**src/rtl/snake_step_ctrl.sv**
```systemverilog
// Snake body/movement engine: steps the head one cell per frame tick with toroidal wrap,
// grows on request, then scans the body one segment per cycle for a self-hit.
module snake_step_ctrl #(
  parameter int GRID_W   = 32,
  parameter int GRID_H   = 24,
  parameter int COORD_W  = 6,
  parameter int MAX_LEN  = 16,
  parameter int LEN_W    = 5,
  parameter int INIT_X   = 16,
  parameter int INIT_Y   = 12,
  parameter int INIT_LEN = 3
) (
  input  logic               clock,
  input  logic               resetn,
  input  logic               tick,
  input  logic [1:0]         dir_req,
  input  logic               dir_valid,
  input  logic               grow,
  input  logic [LEN_W-1:0]   rd_idx,
  output logic [COORD_W-1:0] rd_x,
  output logic [COORD_W-1:0] rd_y,
  output logic               rd_valid,
  output logic [COORD_W-1:0] head_x,
  output logic [COORD_W-1:0] head_y,
  output logic [LEN_W-1:0]   len,
  output logic               step_done,
  output logic               game_over
);

  // state | meaning
  // RUN   | idle, waiting for a frame tick
  // SHIFT | move body down one slot, write new head, apply growth
  // CHECK | compare body[idx] against the head, one segment per cycle
  // DEAD  | self-hit seen; frozen until reset
  typedef enum logic [1:0] {S_RUN, S_SHIFT, S_CHECK, S_DEAD} state_t;

  localparam int IDX_W = $clog2(MAX_LEN);

  state_t             r_state, w_state_nxt;
  logic [COORD_W-1:0] r_body_x [MAX_LEN];
  logic [COORD_W-1:0] r_body_y [MAX_LEN];
  logic [1:0]         r_cur_dir, r_pend_dir;
  logic               r_grow_pend;
  logic [LEN_W-1:0]   r_len, r_idx;
  logic               r_step_done, r_game_over;
  logic [COORD_W-1:0] r_rd_x, r_rd_y;
  logic               r_rd_valid;

  logic [COORD_W-1:0] w_nx, w_ny;
  logic [IDX_W-1:0]   w_idx, w_rd_sel;
  logic               w_hit, w_last, w_rd_in_range, w_dir_acc;
  logic [1:0]         w_dir_ref;

  assign w_idx         = r_idx[IDX_W-1:0];
  assign w_rd_sel      = rd_idx[IDX_W-1:0];
  assign w_rd_in_range = rd_idx < LEN_W'(MAX_LEN);
  assign w_hit  = (r_body_x[w_idx] == r_body_x[0]) && (r_body_y[w_idx] == r_body_y[0]);
  assign w_last = r_idx == (r_len - LEN_W'(1));

  // During SHIFT the pending direction becomes current, so reversal is judged against it.
  assign w_dir_ref = (r_state == S_SHIFT) ? r_pend_dir : r_cur_dir;
  assign w_dir_acc = dir_valid && (dir_req != (w_dir_ref ^ 2'b10));

  always_comb begin
    w_nx = r_body_x[0];
    w_ny = r_body_y[0];
    case (r_pend_dir)
      2'b00: w_ny = (r_body_y[0] == '0) ? COORD_W'(GRID_H-1) : r_body_y[0] - COORD_W'(1);
      2'b01: w_nx = (r_body_x[0] == COORD_W'(GRID_W-1)) ? '0 : r_body_x[0] + COORD_W'(1);
      2'b10: w_ny = (r_body_y[0] == COORD_W'(GRID_H-1)) ? '0 : r_body_y[0] + COORD_W'(1);
      default: w_nx = (r_body_x[0] == '0) ? COORD_W'(GRID_W-1) : r_body_x[0] - COORD_W'(1);
    endcase
  end

  always_comb begin
    w_state_nxt = r_state;
    case (r_state)
      S_RUN:   if (tick) w_state_nxt = S_SHIFT;
      S_SHIFT: w_state_nxt = S_CHECK;
      S_CHECK: begin
        if (w_hit)       w_state_nxt = S_DEAD;
        else if (w_last) w_state_nxt = S_RUN;
      end
      default: w_state_nxt = S_DEAD;
    endcase
  end

  always_ff @(posedge clock or negedge resetn) begin
    if (!resetn) r_state <= S_RUN;
    else         r_state <= w_state_nxt;
  end

  always_ff @(posedge clock or negedge resetn) begin
    if (!resetn) begin
      for (int i = 0; i < MAX_LEN; i++) begin
        r_body_x[i] <= COORD_W'(INIT_X - i);
        r_body_y[i] <= COORD_W'(INIT_Y);
      end
      r_cur_dir   <= 2'b01;
      r_pend_dir  <= 2'b01;
      r_grow_pend <= 1'b0;
      r_len       <= LEN_W'(INIT_LEN);
      r_idx       <= '0;
      r_step_done <= 1'b0;
      r_game_over <= 1'b0;
      r_rd_x      <= '0;
      r_rd_y      <= '0;
      r_rd_valid  <= 1'b0;
    end else begin
      r_step_done <= 1'b0;
      r_rd_valid  <= rd_idx < r_len;
      r_rd_x      <= w_rd_in_range ? r_body_x[w_rd_sel] : '0;
      r_rd_y      <= w_rd_in_range ? r_body_y[w_rd_sel] : '0;
      if (r_state != S_DEAD && w_dir_acc) r_pend_dir  <= dir_req;
      if (r_state != S_DEAD && grow)      r_grow_pend <= 1'b1;
      case (r_state)
        S_SHIFT: begin
          for (int i = 1; i < MAX_LEN; i++) begin
            r_body_x[i] <= r_body_x[i-1];
            r_body_y[i] <= r_body_y[i-1];
          end
          r_body_x[0] <= w_nx;
          r_body_y[0] <= w_ny;
          r_cur_dir   <= r_pend_dir;
          // Growth simply keeps the shifted-down old tail inside the length.
          if (r_grow_pend && r_len < LEN_W'(MAX_LEN)) r_len <= r_len + LEN_W'(1);
          r_grow_pend <= grow;
          r_idx       <= LEN_W'(1);
        end
        S_CHECK: begin
          if (w_hit)       r_game_over <= 1'b1;
          else if (w_last) r_step_done <= 1'b1;
          else             r_idx       <= r_idx + LEN_W'(1);
        end
        default: ;
      endcase
    end
  end

  assign head_x    = r_body_x[0];
  assign head_y    = r_body_y[0];
  assign len       = r_len;
  assign step_done = r_step_done;
  assign game_over = r_game_over;
  assign rd_x      = r_rd_x;
  assign rd_y      = r_rd_y;
  assign rd_valid  = r_rd_valid;

endmodule
```
**config.mk**
```make
export PLATFORM = sky130hd
export DESIGN_NAME = snake_step_ctrl
export DESIGN_NICKNAME = d
export VERILOG_FILES = /design/src/rtl/snake_step_ctrl.sv
export SDC_FILE = /design/constraint.sdc
export NUM_CORES = 1
export LEC_CHECK = 0
export CORE_MARGIN = 2
export CORE_UTILIZATION = 30
export CTS_BUF_LIST = sky130_fd_sc_hd__clkbuf_4 sky130_fd_sc_hd__clkbuf_8 sky130_fd_sc_hd__clkbuf_16
export DETAILED_ROUTE_END_ITERATION = 12
export GPL_ROUTABILITY_DRIVEN = 1
export PLACE_DENSITY_LB_ADDON = 0.1
export SLEW_MARGIN = 20
export SYNTH_ARGS = -nofsm -noshare
export SYNTH_HDL_FRONTEND = slang
export SYNTH_SLANG_ARGS = --single-unit
```
**constraint.sdc**
```tcl
create_clock -name clock -period 7.4 [get_ports clock]
set_input_delay 0.74 -clock clock [delete_from_list [all_inputs] [get_ports clock]]
set_output_delay 0.74 -clock clock [all_outputs]
set_load 0.01 [all_outputs]
```
Yosys cells after proc, flatten, opt, wreduce, memory -nomap -nowiden. Cells that the tools add are included.

Register bits: 224. Input port bits: 12. Output and inout bits: 32. Logic and storage cells: 126.

$add $sub $neg: 7. $lt $le $gt $ge: 5. Eq/ne operators: 15. Multiplexer cells: 33. Bitwise operators: 4. Reduce and logical (&&, ||, !) cells: 19.

Operators by type and width (number): $bmux 6 s4 (4); $mux 6 (14); $pmux 6 s2 (2); $add 6x1->6 const B (2); $eq 6x5->1 const B (2); $eq 6x6->1 (2); $logic_not 6->1 (2); $sub 6x1->6 const B (2); $add 5x1->5 const B (2); $ge 5x5->1 const B (2); $lt 5x5->1 const B (2); $mux 5 (2); $not 4->5 (2); $pmux 5 s2 (1); $reduce_and 2->1 (5); $mux 2 (4); $ne 2x2->1 const B (4); $pmux 2 s3 (1); $reduce_bool 2->1 (3); $eq 5x5->1 (1); $logic_and 1x1->1 (5); $lt 5x5->1 (1); $mux 1 (5); $sub 5x1->5 const B (1); 8 further kinds (12).

Longest topological paths before layout.
Depth in word-level cells: 8. Gate-level depth with buffers: 11. Depth with buffers taken out: 9.

Least setup slack after synthesis. Ideal clock, no wire load.

Path type: input port to flip-flop. From: input rd_idx[0]. To: register r_rd_x[1] (netlist: rd_x[1]). Setup time: 132 ps. Arrival time: 2855 ps. Required time: 7268 ps. Setup slack: 4412 ps. Stages on the path: 6. Path buffers: 3. Path through: clkbuf_1 > buf_1 > buf_2 > mux4_2 > mux4_2 > nor2b_1.

Longest elaborated chain between the ends: 5. Elaborated cells between the ends (all ways): 6. Classes of those cells: 1 x order compare; 4 x mux; 1 x bitwise.

Ends and longest elaborated chain: from (decl) (RTL line 19) `input logic [LEN_W-1:0] rd_idx,`; $not 4->5 (implied by the code) (RTL line 112) `r_rd_x <= w_rd_in_range ? r_body_x[w_rd_sel] : '0;`; $bmux 6 s4 (RTL line 112); $mux 6 (implied by the code) (2 in a row) (RTL line 112); $mux 6 * (RTL line 112); to (signal assigned) (RTL line 112); to (decl) (RTL line 46) `logic [COORD_W-1:0] r_rd_x, r_rd_y;`.

Every way passes the cells marked *; elsewhere a longest branch is shown, timed or not. The select of a mux whose other input is x is not followed. A chain may end at the register's enable or synchronous reset.

Worst setup path after layout.
From: register r_idx[0]. To: register r_idx[0].

Longest elaborated chain between the ends: 8. Elaborated cells between the ends (all ways): 18. Classes of those cells: 1 x add/sub; 5 x eq/ne; 9 x mux; 1 x bitwise; 2 x reduce/logical.

Ends and longest elaborated chain: from (decl) (RTL line 44) `logic [LEN_W-1:0] r_len, r_idx;`; from (signal assigned) (RTL line 133) `else r_idx <= r_idx + LEN_W'(1);`; $not 4->5 (implied by the code) (RTL line 57) `assign w_hit = (r_body_x[w_idx] == r_body_x[0]) && (r_body_y[w_idx] == r_body_y[0]);`; $bmux 6 s4 (RTL line 57); $mux 6 (implied by the code) (2 in a row) (RTL line 57); $eq 6x6->1 (RTL line 57); $logic_and 1x1->1 (RTL line 57); $ne 2x2->1 (no source line); $reduce_and 3->1 (no source line).

Several ways; a longest one is shown, not always the timed one. The select of a mux whose other input is x is not followed.

==> flow_results.org <==
** Outcome
- Status :: completed

** CTS
- In this run, CTS created clock tree buffers numbering 29.
- The clock reaches the later pin of the worst-skew pair after 0.56 ns.
- Clock-pin slew on the worst setup and hold paths :: 0.06 ns
- For this design, the sink count on the clock tree is 224.
- After clock tree synthesis, the flow added hold-fix buffers numbering 0.
- Maximum clock path buffer count :: 3
- CTS built an H-tree with a depth of 1.
- The number of gates resized after CTS was 0.
- In this run the clock root is driven by a clkbuf_16.
- Setup repair bufs after CTS :: 0
- TritonCTS built the clock tree.

** Place
- DP HPWL :: 19,700 µm
- During placement, the flow inserted port buffers numbering 43.
- RD Place Congestion :: just under 0.8
- Instance area at placement :: about 13,000 µm²

** Logic synthesis
- The compound-cell area share of the yosys netlist is 0.0445.
- Count of flip-flops with a built-in enable after synthesis :: 0
- Synthesis handed over a netlist of 1,254 instances.
- Adder and majority gate portion of the synthesized area :: 0.0130
- Area leader, netlist :: dfrtp_1
- After synthesis, the largest family of logic cells by area is simple AND/OR/NAND/NOR gates.
- Of the total synthesized cell area, the portion taken by XOR and XNOR cells is 0.0286.
- Synthesis instantiated between 50 and 60 different standard cells from the library.
- Async set or reset register ratio after synthesis :: 1.00
- Ranked by instance count, the synthesized netlist is headed by nand2_1 (555), dfrtp_1 (155), mux4_2 (105).
- By area the synthesized netlist is led by dfrtp_1 (31%), mux4_2 (19%), nand2_1 (17%), dfstp_2 (14%), clkbuf_1 (1.9%).
- Most used flip-flop cell after synthesis :: dfrtp_1
- Area share of the largest cell type after synthesis :: 0.309
- After synthesis, the share of cell area in mux cells is 0.209.
- Leading cell type by number of instances after synthesis :: nand2_1
- Of the total synthesized cell area, the portion taken by AND, OR, NAND and NOR gates is 0.210.
- Mapped Area :: 12,600 µm²
- Counting flops and latches in the post-synthesis netlist gives 224.
- For this run, the register share of the synthesized area comes to 0.453.
- Dividing the synthesized area by the synthesized cell count gives 10.0 µm².
- Total number of yosys warnings :: 0
- The number of nets handed over by synthesis was 1,279.

** Hold path
- Worst hold-check path type :: primary input to asynchronous set/reset pin

** Critical path
- Top fanout value on the critical path :: 40
- Crit path required time :: about 7.8 ns
- Crit path to :: r_idx[0]
- Walking the worst path, the cells encountered are buf_4, mux4_2, mux4_2, xnor2_1, nor3_2, o211ai_4, and2_4, o311a_1.
- Cell type of the slowest stage on the worst timing path :: dfrtp_4
- Data on the critical path arrives at its endpoint at 4.19 ns.
- Reg2reg setup slack :: ~3.6 ns
- STA classifies the critical path endpoint as a flop.
- Biggest cell delay along the critical path :: 0.94 ns
- STA classifies the critical path startpoint as a flop.
- The endpoint identified for the worst register-to-register timing path is r_idx[0].
- Start-to-end type of the worst setup path :: flop to flop
- The startpoint identified for the worst register-to-register timing path is r_idx[0].
- Tracing the worst setup path back leads to its startpoint at r_idx[0].
- The number of cells on the worst reg-to-reg path is 8.
- Among the stages of the critical path, the cell type that occurs most often is mux4_2.

** Detailed routing
- Initial detailed-routing violation count :: approximately 600
- The routed layout has roughly 9.0k vias.
- Iteration count of the initial detailed-routing pass :: 5
- The routed design has about 34,000 µm of wire.
- The count of nets left with antenna violations once routing finished came out at 0.
- WL/cell :: 18.7 µm
- DR DRC count :: 0
- Via-per-instance ratio :: 4.98

** Global route
- Tot GR Track Use :: 0.157
- The initial antenna violation count is 0.
- Largest net degree at the start of global routing :: roughly 170
- Vias in the first global route :: about 9.2k
- Total overflow reported by the global router :: 0
- The first global-routing pass estimated approximately 54,000 µm of wire.

** Floorplan
- Horiz. Die Dim :: 209 µm
- Area enclosed by the die boundary :: 43,500 µm²
- Die Y :: 209 µm
- The total area inside the core boundary comes to 41,100 µm².
- The floorplan has 74 rows.
- 44 I/O pins were placed.
- For this configuration, the core starts out at a cell density of 0.305.

** Layout
- The area growth from synthesis to layout is 13.5%.
- After the last flow step, the layout net total stands at between 1k and 1.5k.
- Number of antenna diodes :: 0
- Summing all non-filler instances in the final layout gives an area of about 14,000 µm².
- Proportion of layout cells with a drive suffix above 1 :: 0.205
- Finished Core Util :: 0.347
- Fill cells in the final layout number ~4.2k.

** STA
- Relative slew slack :: 0.301
- Final Max Slew Viols :: 0
- Dividing the final minimum period by the clock period gives 0.508.
- Static timing analysis puts the maximum clock frequency at 0.266 GHz.
- Setup repair after global routing left no endpoint under its margin.
- Total of endpoints with negative setup slack in the final report :: 0
- Final critical path time including I/O delays and setup :: ~3.8 ns
- The total count of hold-check failures in the final report came to 0.
- At the pin with the least slew margin, the transition time is 1.05 ns.
- Sum Neg Setup Slack :: 0 ns
- Across all hold checks on the routed design, the worst slack comes to around 0.1 ns.
- Post-route clock skew :: between 0.015 and 0.02 ns

** Pwr
- The analysis attributes to cell leakage a power of 6.46 nW.
- Maximum VDD drop :: 0.000149 V
- Power Density :: 310 nW/µm²
- After layout, the design draws a total of 4.41 mW.

** Flow run
- Number of maximum-capacitance constraint violations :: 0
power breakdown:
part           total (mW)  leakage [nW]  switching [mW]  internal, mW
sequential           1.70          2.83           0.302          1.40
clock                1.37         0.475           0.547         0.820
combinational        1.34          3.16           0.736         0.604
worst min-delay path by stage:
stage | endpoint | cells after the start | slack [ns] | from
after detailed placement | r_body_y[3] | 2 | 0.46 | r_body_y[3]
after global routing | r_pend_dir[1] | 1 | 0.12 | resetn
after global placement | r_body_y[2] | 2 | 0.45 | r_body_y[2]
final | r_pend_dir[1] | 1 | 0.10 | resetn
after CTS | r_pend_dir[1] | 1 | 0.10 | resetn
after floorplan | game_over | 0 | 0.44 | resetn
routing by layer:
metal / up-vias / share of wire / track usage
met5: - / 0 / 0
met4: 0 / 0.017 / 0.0379
met2: 122 / 0.47 / 0.251
met1: 4581 / 0.48 / 0.225
li1: 4221 / - / -
met3: 33 / 0.033 / 0.0232
layout make-up:
cell class / count / area [µm²] / area share
Timing Repair Buffer: 57 / 546 / 0.0383
Multi-Input combinational cell: 918 / 6350 / 0.446
Inverter: 15 / 56.3 / 0.00395
Clock inverter: 8 / 42.5 / 0.00299
Sequential cell: 224 / 5700 / 0.400
Clock buffer: 44 / 888 / 0.0624
Tap cell: 532 / 666 / 0.0467
through the flow:
step	setup slack, ns	cells
2_1_floorplan	4.41	1254
3_3_place_gp	3.59	1746
3_5_place_dp	3.56	1746
4_1_cts	3.53	1798
5_1_grt	3.38	1798
6_report	3.64	1798
cell families after synthesis:
logic type	count (synthesis)
muxes	130
and+or+nand+nor	651
DFF	224
xor gates and xnor gates	41
AOI/OAI and AO/OA	83
buffers and inverters	112
adders and majority gates	13
placed cells by master, fill, tap and decap left out, drive strengths merged, types with 14 or more instances in the layout:
master,netlist,final
nand3,14,14
clkdlybuf4s50,0,40
mux4,105,105
clkbuf,63,44
dfstp,69,69
xnor2,23,23
xor2,18,18
inv,14,14
nand2,555,555
nor2b,18,18
nor2,19,19
o21ai,28,28
a21oi,18,18
buf,34,17
mux2i,23,23
dfrtp,155,155
critical path: cells and delay by family (launching register included):
family	cells	cell delay, ns
and+or+nand+nor	2	0.48
muxes	2	1.05
xor gates and xnor gates	1	0.16
AOI/OAI and AO/OA	2	0.47
buffers and inverters	1	0.51
DFF	1	0.94
state kept, by name (all words and copies together) (netlist names):
signal       flops
r_body_y        90
head_y           6
game_over        1
r_cur_dir        2
rd_y             6
r_state          2
r_pend_dir       2
r_idx            5
rd_valid         1
r_grow_pend      1
rd_x             6
head_x           6
r_body_x        90
step_done        1
len              5
(Power assumes the default switching activity.)
